<file path="src/rtl/keypad_scan_ctrl.sv">
// 4x4 matrix keypad scanner: round-robin row drive, synchronized column sampling,
// one time-shared debounce counter for press and release, key code with valid strobe.
module keypad_scan_ctrl #(
    parameter int SCAN_DIV   = 16,
    parameter int DEB_CYCLES = 50000
) (
    input  logic       clk,
    input  logic       rst_n,
    input  logic       scan_en,
    input  logic [3:0] col_in,
    output logic [3:0] row_out,
    output logic [3:0] key_code,
    output logic       key_valid,
    output logic       key_down
);
    localparam int DW = $clog2(SCAN_DIV);
    localparam int BW = $clog2(DEB_CYCLES);

    localparam logic [1:0] SCAN    = 2'd0;
    localparam logic [1:0] DEB     = 2'd1;
    localparam logic [1:0] PRESSED = 2'd2;
    localparam logic [1:0] RELDEB  = 2'd3;

    localparam logic [DW-1:0] DIV_LAST = DW'(SCAN_DIV - 1);
    localparam logic [BW-1:0] DEB_LAST = BW'(DEB_CYCLES - 1);

    logic [3:0]    col_m_q, col_s_q;
    logic [1:0]    state_q, state_d;
    logic [1:0]    row_idx_q, row_idx_d;
    logic [DW-1:0] div_cnt_q, div_cnt_d;
    logic [BW-1:0] db_cnt_q, db_cnt_d;
    logic [3:0]    pat_q, pat_d;
    logic [3:0]    key_code_q, key_code_d;
    logic          key_valid_q, key_valid_d;
    logic          key_down_q, key_down_d;

    logic          single;
    logic [1:0]    pat_col;

    // Exactly one low column; anything else (none or ghosting) is treated as no key.
    always_comb begin
        single = 1'b0;
        case (col_s_q)
            4'b1110, 4'b1101, 4'b1011, 4'b0111: single = 1'b1;
            default: single = 1'b0;
        endcase
    end

    always_comb begin
        pat_col = 2'd0;
        case (pat_q)
            4'b1101: pat_col = 2'd1;
            4'b1011: pat_col = 2'd2;
            4'b0111: pat_col = 2'd3;
            default: pat_col = 2'd0;
        endcase
    end

    always_comb begin
        state_d     = state_q;
        row_idx_d   = row_idx_q;
        div_cnt_d   = div_cnt_q;
        db_cnt_d    = db_cnt_q;
        pat_d       = pat_q;
        key_code_d  = key_code_q;
        key_valid_d = 1'b0;
        key_down_d  = key_down_q;
        if (!scan_en) begin
            state_d    = SCAN;
            row_idx_d  = 2'd0;
            div_cnt_d  = '0;
            db_cnt_d   = '0;
            key_down_d = 1'b0;
        end else begin
            case (state_q)
                SCAN: begin
                    if (div_cnt_q == DIV_LAST) begin
                        div_cnt_d = '0;
                        if (single) begin
                            pat_d    = col_s_q;
                            db_cnt_d = '0;
                            state_d  = DEB;
                        end else begin
                            row_idx_d = row_idx_q + 2'd1;
                        end
                    end else begin
                        div_cnt_d = div_cnt_q + 1'b1;
                    end
                end
                DEB: begin
                    if (col_s_q == pat_q) begin
                        if (db_cnt_q == DEB_LAST) begin
                            state_d     = PRESSED;
                            key_code_d  = {row_idx_q, pat_col};
                            key_valid_d = 1'b1;
                            key_down_d  = 1'b1;
                        end else begin
                            db_cnt_d = db_cnt_q + 1'b1;
                        end
                    end else begin
                        row_idx_d = row_idx_q + 2'd1;
                        div_cnt_d = '0;
                        state_d   = SCAN;
                    end
                end
                PRESSED: begin
                    if (col_s_q == 4'b1111) begin
                        db_cnt_d = '0;
                        state_d  = RELDEB;
                    end
                end
                default: begin
                    if (col_s_q == 4'b1111) begin
                        if (db_cnt_q == DEB_LAST) begin
                            state_d    = SCAN;
                            key_down_d = 1'b0;
                            row_idx_d  = row_idx_q + 2'd1;
                            div_cnt_d  = '0;
                        end else begin
                            db_cnt_d = db_cnt_q + 1'b1;
                        end
                    end else begin
                        state_d = PRESSED;
                    end
                end
            endcase
        end
    end

    always_ff @(posedge clk or negedge rst_n) begin
        if (!rst_n) begin
            col_m_q     <= 4'b1111;
            col_s_q     <= 4'b1111;
            state_q     <= SCAN;
            row_idx_q   <= 2'd0;
            div_cnt_q   <= '0;
            db_cnt_q    <= '0;
            pat_q       <= 4'b1111;
            key_code_q  <= 4'd0;
            key_valid_q <= 1'b0;
            key_down_q  <= 1'b0;
        end else begin
            col_m_q     <= col_in;
            col_s_q     <= col_m_q;
            state_q     <= state_d;
            row_idx_q   <= row_idx_d;
            div_cnt_q   <= div_cnt_d;
            db_cnt_q    <= db_cnt_d;
            pat_q       <= pat_d;
            key_code_q  <= key_code_d;
            key_valid_q <= key_valid_d;
            key_down_q  <= key_down_d;
        end
    end

    assign row_out   = scan_en ? ~(4'b0001 << row_idx_q) : 4'b1111;
    assign key_code  = key_code_q;
    assign key_valid = key_valid_q;
    assign key_down  = key_down_q;
endmodule
</file>
<file path="config.mk">
export PLATFORM = sky130hd
export DESIGN_NAME = keypad_scan_ctrl
export DESIGN_NICKNAME = d
export VERILOG_FILES = /design/src/rtl/keypad_scan_ctrl.sv
export SDC_FILE = /design/constraint.sdc
export NUM_CORES = 1
export LEC_CHECK = 0
export ABC_CLOCK_PERIOD_IN_PS = 2900
export CORE_MARGIN = 1.5
export CORE_UTILIZATION = 60
export CTS_BUF_LIST = sky130_fd_sc_hd__clkbuf_4 sky130_fd_sc_hd__clkbuf_8
export CTS_CLUSTER_SIZE = 10
export DETAILED_ROUTE_END_ITERATION = 8
export PLACE_DENSITY_LB_ADDON = 0.05
export RECOVER_POWER = 25
export REMOVE_ABC_BUFFERS = 1
export SYNTH_ARGS = -nofsm -noshare
export SYNTH_HDL_FRONTEND = slang
export SYNTH_SLANG_ARGS = --single-unit
</file>
<file path="constraint.sdc">
create_clock -name clk -period 2.9 [get_ports clk]
set_input_delay 0.435 -clock clk [delete_from_list [all_inputs] [get_ports clk]]
set_output_delay 0.435 -clock clk [all_outputs]
set_load 0.02 [all_outputs]
</file>
## After elaboration in Yosys (flattened, before gate mapping)

Cells that the tools add are included.

- Register bits: 42
- Memories kept: 0
- RAM bits: 0
- Bits in read-only memories: 0
- Output and inout port bits: 10
- Latch bits: 0
- Input port bits: 7

- $add $sub $neg: 3
- Multiplexer cells: 43
- Equal/unequal tests: 27
- Bitwise operators: 1
- Magnitude comparators: 0
- Reduce and logical (&&, ||, !) cells: 10
- Divide/modulo/power cells: 0
- Multiply operators: 0
- Shift operators: 1

Operators by type and width:

| operator | number |
|---|---|
| 16-bit 2-to-1 mux | 7 |
| 16-bit case mux with 3 select lines | 1 |
| 4-bit == test, second input constant | 7 |
| 2-bit 2-to-1 mux | 14 |
| 4-bit 2-to-1 mux | 6 |
| 3-bit != test, second input constant | 6 |
| 2-bit case mux with 3 select lines | 3 |
| 16-bit by 1-bit adder with 16-bit output, second input constant | 1 |
| 16-bit == test, second input constant | 1 |
| 4-bit AND reduction | 4 |
| 4-bit case mux with 3 select lines | 1 |
| 1-bit 2-to-1 mux | 10 |
| 5-bit AND reduction | 2 |
| 4-bit by 3-bit == test with 1-bit output, second input constant | 2 |
| 4-bit by 1-bit != test with 1-bit output, second input constant | 2 |
| 6-bit by 3-bit != test with 1-bit output, second input constant | 1 |
| 6-bit AND reduction | 1 |
| 4-bit by 1-bit adder with 4-bit output, second input constant | 1 |
| 4-bit == test | 1 |
| 2-bit != test, second input constant | 2 |
| 4-bit != test, second input constant | 1 |
| 4-bit NOT | 1 |
| 4-bit OR reduction | 1 |
| 1-bit by 2-bit left shift with 4-bit output, first input constant | 1 |
| other kinds (8) | 8 |

## Logic depth before layout (Yosys ltp)

Gate-level depths: netlist of the first run.

- Word-level depth: 7
- Gate-level depth with buffers: 8

## Worst setup path after synthesis of the first run

Ideal clock, no wire load.

- Kind: register to register
- Start: register col_s_q[3]
- End: register db_cnt_q[12]
- Data arrival time: 2.115 ns
- Data required time: 2.822 ns
- Path buffers: 1
- Library setup time: 0.078 ns
- Stages on the path, launching flop included: 8
- Path slack: 0.707 ns
- Cell sequence: dfstp_2 xor2_1 o41ai_2 nor2_1 o31a_1 buf_6 or4_1 a21oi_1

- Word-level cells in the longest chain between the ends: 5
- Elaborated cells on any way between the ends: 13

Ends and longest elaborated chain:

| element | line | source |
|---|---|---|
| from (decl) | 27 | `logic [3:0] col_m_q, col_s_q;` |
| from (signal assigned) | 144 | `col_s_q <= col_m_q;` |
| 4-bit == test / 4-bit by 3-bit == test with 1-bit output (equally long branches) | 43 | `case (col_s_q)` |
| 4-bit OR reduction | 43 |  |
| 1-bit 2-to-1 mux | 43 |  |
| 3-bit != test (no source line) | -- |  |
| 5-bit AND reduction (no source line) (*) | -- |  |
| to (signal assigned) | 148 | `db_cnt_q <= db_cnt_d;` |
| to (decl) | 31 | `logic [BW-1:0] db_cnt_q, db_cnt_d;` |

Mark *: on every way between the ends. The rest lies on a longest branch, timed or not.
A chain may end at the register's enable or synchronous reset.

## Final worst setup path of the first run

- Start: register pat_q[3]
- End: register db_cnt_q[9]

- Word-level cells in the longest chain between the ends: 3

Ends and longest elaborated chain:

| element | line | source |
|---|---|---|
| from (decl) | 32 | `logic [3:0] pat_q, pat_d;` |
| from (signal assigned) | 149 | `pat_q <= pat_d;` |
| 4-bit == test | 91 | `if (col_s_q == pat_q) begin` |
| 3-bit != test (no source line) | -- |  |
| 5-bit AND reduction (no source line) | -- |  |

No other way between the ends.

==> flow_metrics.env, run 1 <==
export IMPL_relSlewSlack=-0.419
export IMPL_cts_sink_count=42
export IMPL_min_to="col_s_q[1]$_DFF_PN1_"
export IMPL_fp_dieH_um=63.1
export IMPL_area_of_combinational_cells_with_multiple_inputs_um2=1030
export IMPL_first_pass_iteration_count_of_the_detailed_router=5
export IMPL_synth_edf_count=0
export IMPL_finalSetupTns_ns=0
export IMPL_cp_buffers_inverters=0
export IMPL_ioPinCount=17
export IMPL_final_max_slew_violation_count=43
export IMPL_drt_vias_per_instance=6.33
export IMPL_ff2ff_setup_slack_ns=0.38
export IMPL_grt_pass1_wl_um=8020
export IMPL_synth_yosys_seq_area_share=0.492
export IMPL_clock_latency_ns=0.36
export IMPL_violations_in_the_final_reports="capacitance limit, slew limit"
export IMPL_gpl_final_weighted_congestion=0.882
export IMPL_synthesis_area_per_instance_um2=10.1
export IMPL_first_global_vias=1730
export IMPL_die_x_um=63.1
export IMPL_wl_per_cell_um=16.4
export IMPL_timing_rr_start="pat_q[3]$_DFFE_PN1P_"
export IMPL_async_reset_ff_frac=1.00
export IMPL_cts_tree="built"
export IMPL_hold_path_class="reg2reg"
export IMPL_area_sequential_um2=1070
export IMPL_vias=1765
export IMPL_power_total_uw=1020
export IMPL_post_layout_nonfiller_instances=279
export IMPL_ctsHtreeMaxLevel=2
export IMPL_share_of_layout_cells_above_drive_strength_1=0.133
export IMPL_timing_critical_path_slowest_cell_delay_ns=0.60
export IMPL_status="finished, violations left"
export IMPL_synthFlopType="dfrtp_1"
export IMPL_dpl_hpwl_um=3320
export IMPL_grt_setup_unrepaired="no"
export IMPL_worstHoldPathCells=0
export IMPL_cts_root_buffer="clkbuf_4"
export IMPL_netlist_area_um2=2170
export IMPL_p_per_cell_area_nw_per_um2=419
export IMPL_max_cap_violations=1
export IMPL_initial_standard_cell_utilization_of_the_core=0.639
export IMPL_worstPathCellList="xor2_1 > o41ai_2 > nor2_1 > o31a_1 > or4_1 > a21oi_1"
export IMPL_crit_arrival_ns=2.81
export IMPL_finalSetupViolations=0
export IMPL_placeableCoreArea_um2=3390
export IMPL_drt_antenna_violating_nets=0
export IMPL_antenna_found_initial=0
export IMPL_port_buffer_count=16
export IMPL_fin_nets=245
export IMPL_final_setup_skew_ns=0.0112
export IMPL_slowest_cell_on_the_critical_path="dfstp_2"
export IMPL_vdd_ir_drop_max_v=0.000224
export IMPL_holdBufCountCts=0
export IMPL_finish_utilization=0.719
export IMPL_required_ns=3.19
export IMPL_critical_path_top_delay_family="compound AO/OA/AOI/OAI gates"
export IMPL_timing_final_crit_share=0.868
export IMPL_numCtsBuffers=5
export IMPL_post_cts_resized=0
export IMPL_post_cts_buffers=0
export IMPL_clk_pin_slew_worst_paths_ns=0.12
export IMPL_post_route_drc_count=0
export IMPL_max_clock_freq_mhz=397
export IMPL_worst_slew_pin_slew_ns=2.13
export IMPL_drt_iter0_drc=200
export IMPL_worst_r2r_endpoint="db_cnt_q[9]$_DFFE_PN0P_"
export IMPL_synth_cells=214
export IMPL_synth_area_leaders="dfrtp_1 35%, dfstp_2 15%, ha_1 3.5%, nand3_1 3.2%, mux2_2 3.1%"
export IMPL_placementRows=21
export IMPL_grtUsageTotal=0.259
export IMPL_critical_path_startpoint_type="register"
export IMPL_area_growth_synth_to_final_pct=12.5
export IMPL_timing_final_hold_violations=0
export IMPL_grt_start_max_net_pins=43
export IMPL_die_area_um2=3980
export IMPL_yosysTopAreaCellShare=0.346
export IMPL_fillerInstances=251
export IMPL_ys_warn_count=0
export IMPL_reg2regPathDepth=6
export IMPL_netlist_cell_type_count=47
export IMPL_placed_cells=271
export IMPL_standby_leakage_power_uw=0.00100
export IMPL_worstSetupEndpointType="register"
export IMPL_diodes=0
export IMPL_min_delay_start="col_m_q[1]$_DFF_PN1_"
export IMPL_finalWirelength_um=4570
export IMPL_criticalPathCategory="reg2reg"
export IMPL_synth_top_area_cell="dfrtp_1"
export IMPL_worstPathMaxFanout=21
export IMPL_synth_seq_cells=42
export IMPL_global_route_overflow_total=0
export IMPL_timing_final_crit_period_ns=2.52
export IMPL_clock_path_buffers=2
==> cell type report <==
type                       instances  area share
clock buffer                       8      0.0323
tap                               46      0.0236
timing repair buffer              18      0.0693
inverter                          10      0.0154
sequential                        42       0.437
multi-input combinational        155       0.422
==> cell usage after synthesis, types with 2 or more instances <==
library cell and n:
nor3_1 4, o31a_1 2, and2_1 4, dfrtp_1 30
ha_1 6, a2111oi_0 2, nor4_1 5, mux2_2 6
and3_1 2, a21o_1 2, or3_1 6, inv_1 10
nand4b_1 2, o31ai_1 7, a21oi_1 12, nand2b_1 2
nand3_1 14, xor2_1 6, o21ai_0 7, dfstp_2 12
or4_1 6, nor2b_1 2, nor2_1 12, nand2_1 17
mux2i_1 4, clkbuf_1 5, nand4_1 4, xnor2_1 4
==> cells by family (layout without fill, tap and decap cells) <==
| group | Yosys count | count (layout) | synth area share |
|---|---|---|---|
| AO/OA/AOI/OAI | 45 | 45 | 0.144 |
| XOR/XNOR | 10 | 10 | 0.0404 |
| adder cells (fa/ha/maj) | 6 | 6 | 0.0346 |
| buffers and inverters | 17 | 36 | 0.0329 |
| flip-flops | 42 | 42 | 0.492 |
| multiplexers | 10 | 10 | 0.0497 |
| AND/OR/NAND/NOR | 84 | 84 | 0.207 |
==> layer usage <==
| layer | track usage | part of all wire | vias up |
|---|---|---|---|
| li1 | - | - | 820 |
| met1 | 0.359 | 0.43 | 864 |
| met2 | 0.395 | 0.48 | 72 |
| met3 | 0.0554 | 0.064 | 9 |
| met4 | 0.108 | 0.019 | 0 |
| met5 | 0 | 0 | - |
==> placed cells by master (no fill, tap or decap), types with 5 or more instances in the layout <==
master / instances
dfstp_2: 12
dfrtp_1: 30
nor4_1: 5
nor2_1: 12
clkbuf_4: 5
o31ai_1: 7
or4_1: 6
nand2_1: 17
or3_1: 6
o21ai_0: 7
inv_1: 10
a21oi_1: 12
mux2_2: 6
xor2_1: 6
nand3_1: 14
clkdlybuf4s50_1: 11
ha_1: 6
==> power by group <==
| group | internal, µW | switching, µW | total, µW |
|---|---|---|---|
| Sequential | 602 | 12.7 | 614 |
| Combinational | 19.9 | 35.5 | 55.4 |
| Clock | 166 | 186 | 352 |
==> per-stage QoR <==
step | setup WS [ns] | instance area, µm² | hold WS (ns)
after floorplan | 0.671 | 2130 | 0.139
after global placement | 0.494 | 2360 | 0.347
after detailed placement | 0.407 | 2360 | 0.347
after CTS | 0.396 | 2440 | 0.210
after global routing | 0.215 | 2440 | 0.367
final | 0.382 | 2440 | 0.363
==> how the worst max path moves through the flow <==
stage / start / endpoint / slack [ns] / cells past startpoint
after floorplan: col_s_q[3]$_DFF_PN1_ / db_cnt_q[9]$_DFFE_PN0P_ / 0.67 / 6
after global placement: col_s_q[3]$_DFF_PN1_ / db_cnt_q[11]$_DFFE_PN0P_ / 0.49 / 6
after detailed placement: col_s_q[3]$_DFF_PN1_ / db_cnt_q[15]$_DFFE_PN0P_ / 0.41 / 6
after CTS: col_s_q[3]$_DFF_PN1_ / db_cnt_q[15]$_DFFE_PN0P_ / 0.40 / 6
after global routing: col_s_q[3]$_DFF_PN1_ / key_code[2]$_DFFE_PN0P_ / 0.22 / 6
final: pat_q[3]$_DFFE_PN1P_ / db_cnt_q[9]$_DFFE_PN0P_ / 0.38 / 6
==> sequential cells by signal (all words and copies together), names as in the netlist <==
name / count
db_cnt_q: 16
col_s_q: 4
col_m_q: 4
row_idx_q: 2
key_valid: 1
state_q: 2
div_cnt_q: 4
pat_q: 4
key_code: 4
key_down: 1
(Power assumes the default switching activity.)
==> run 2: changes to the inputs <==
SLEW_MARGIN = 25   (was default)
==> results of run 2 <==
The final DEF is identical to that of run 1; final timing and power are the same.
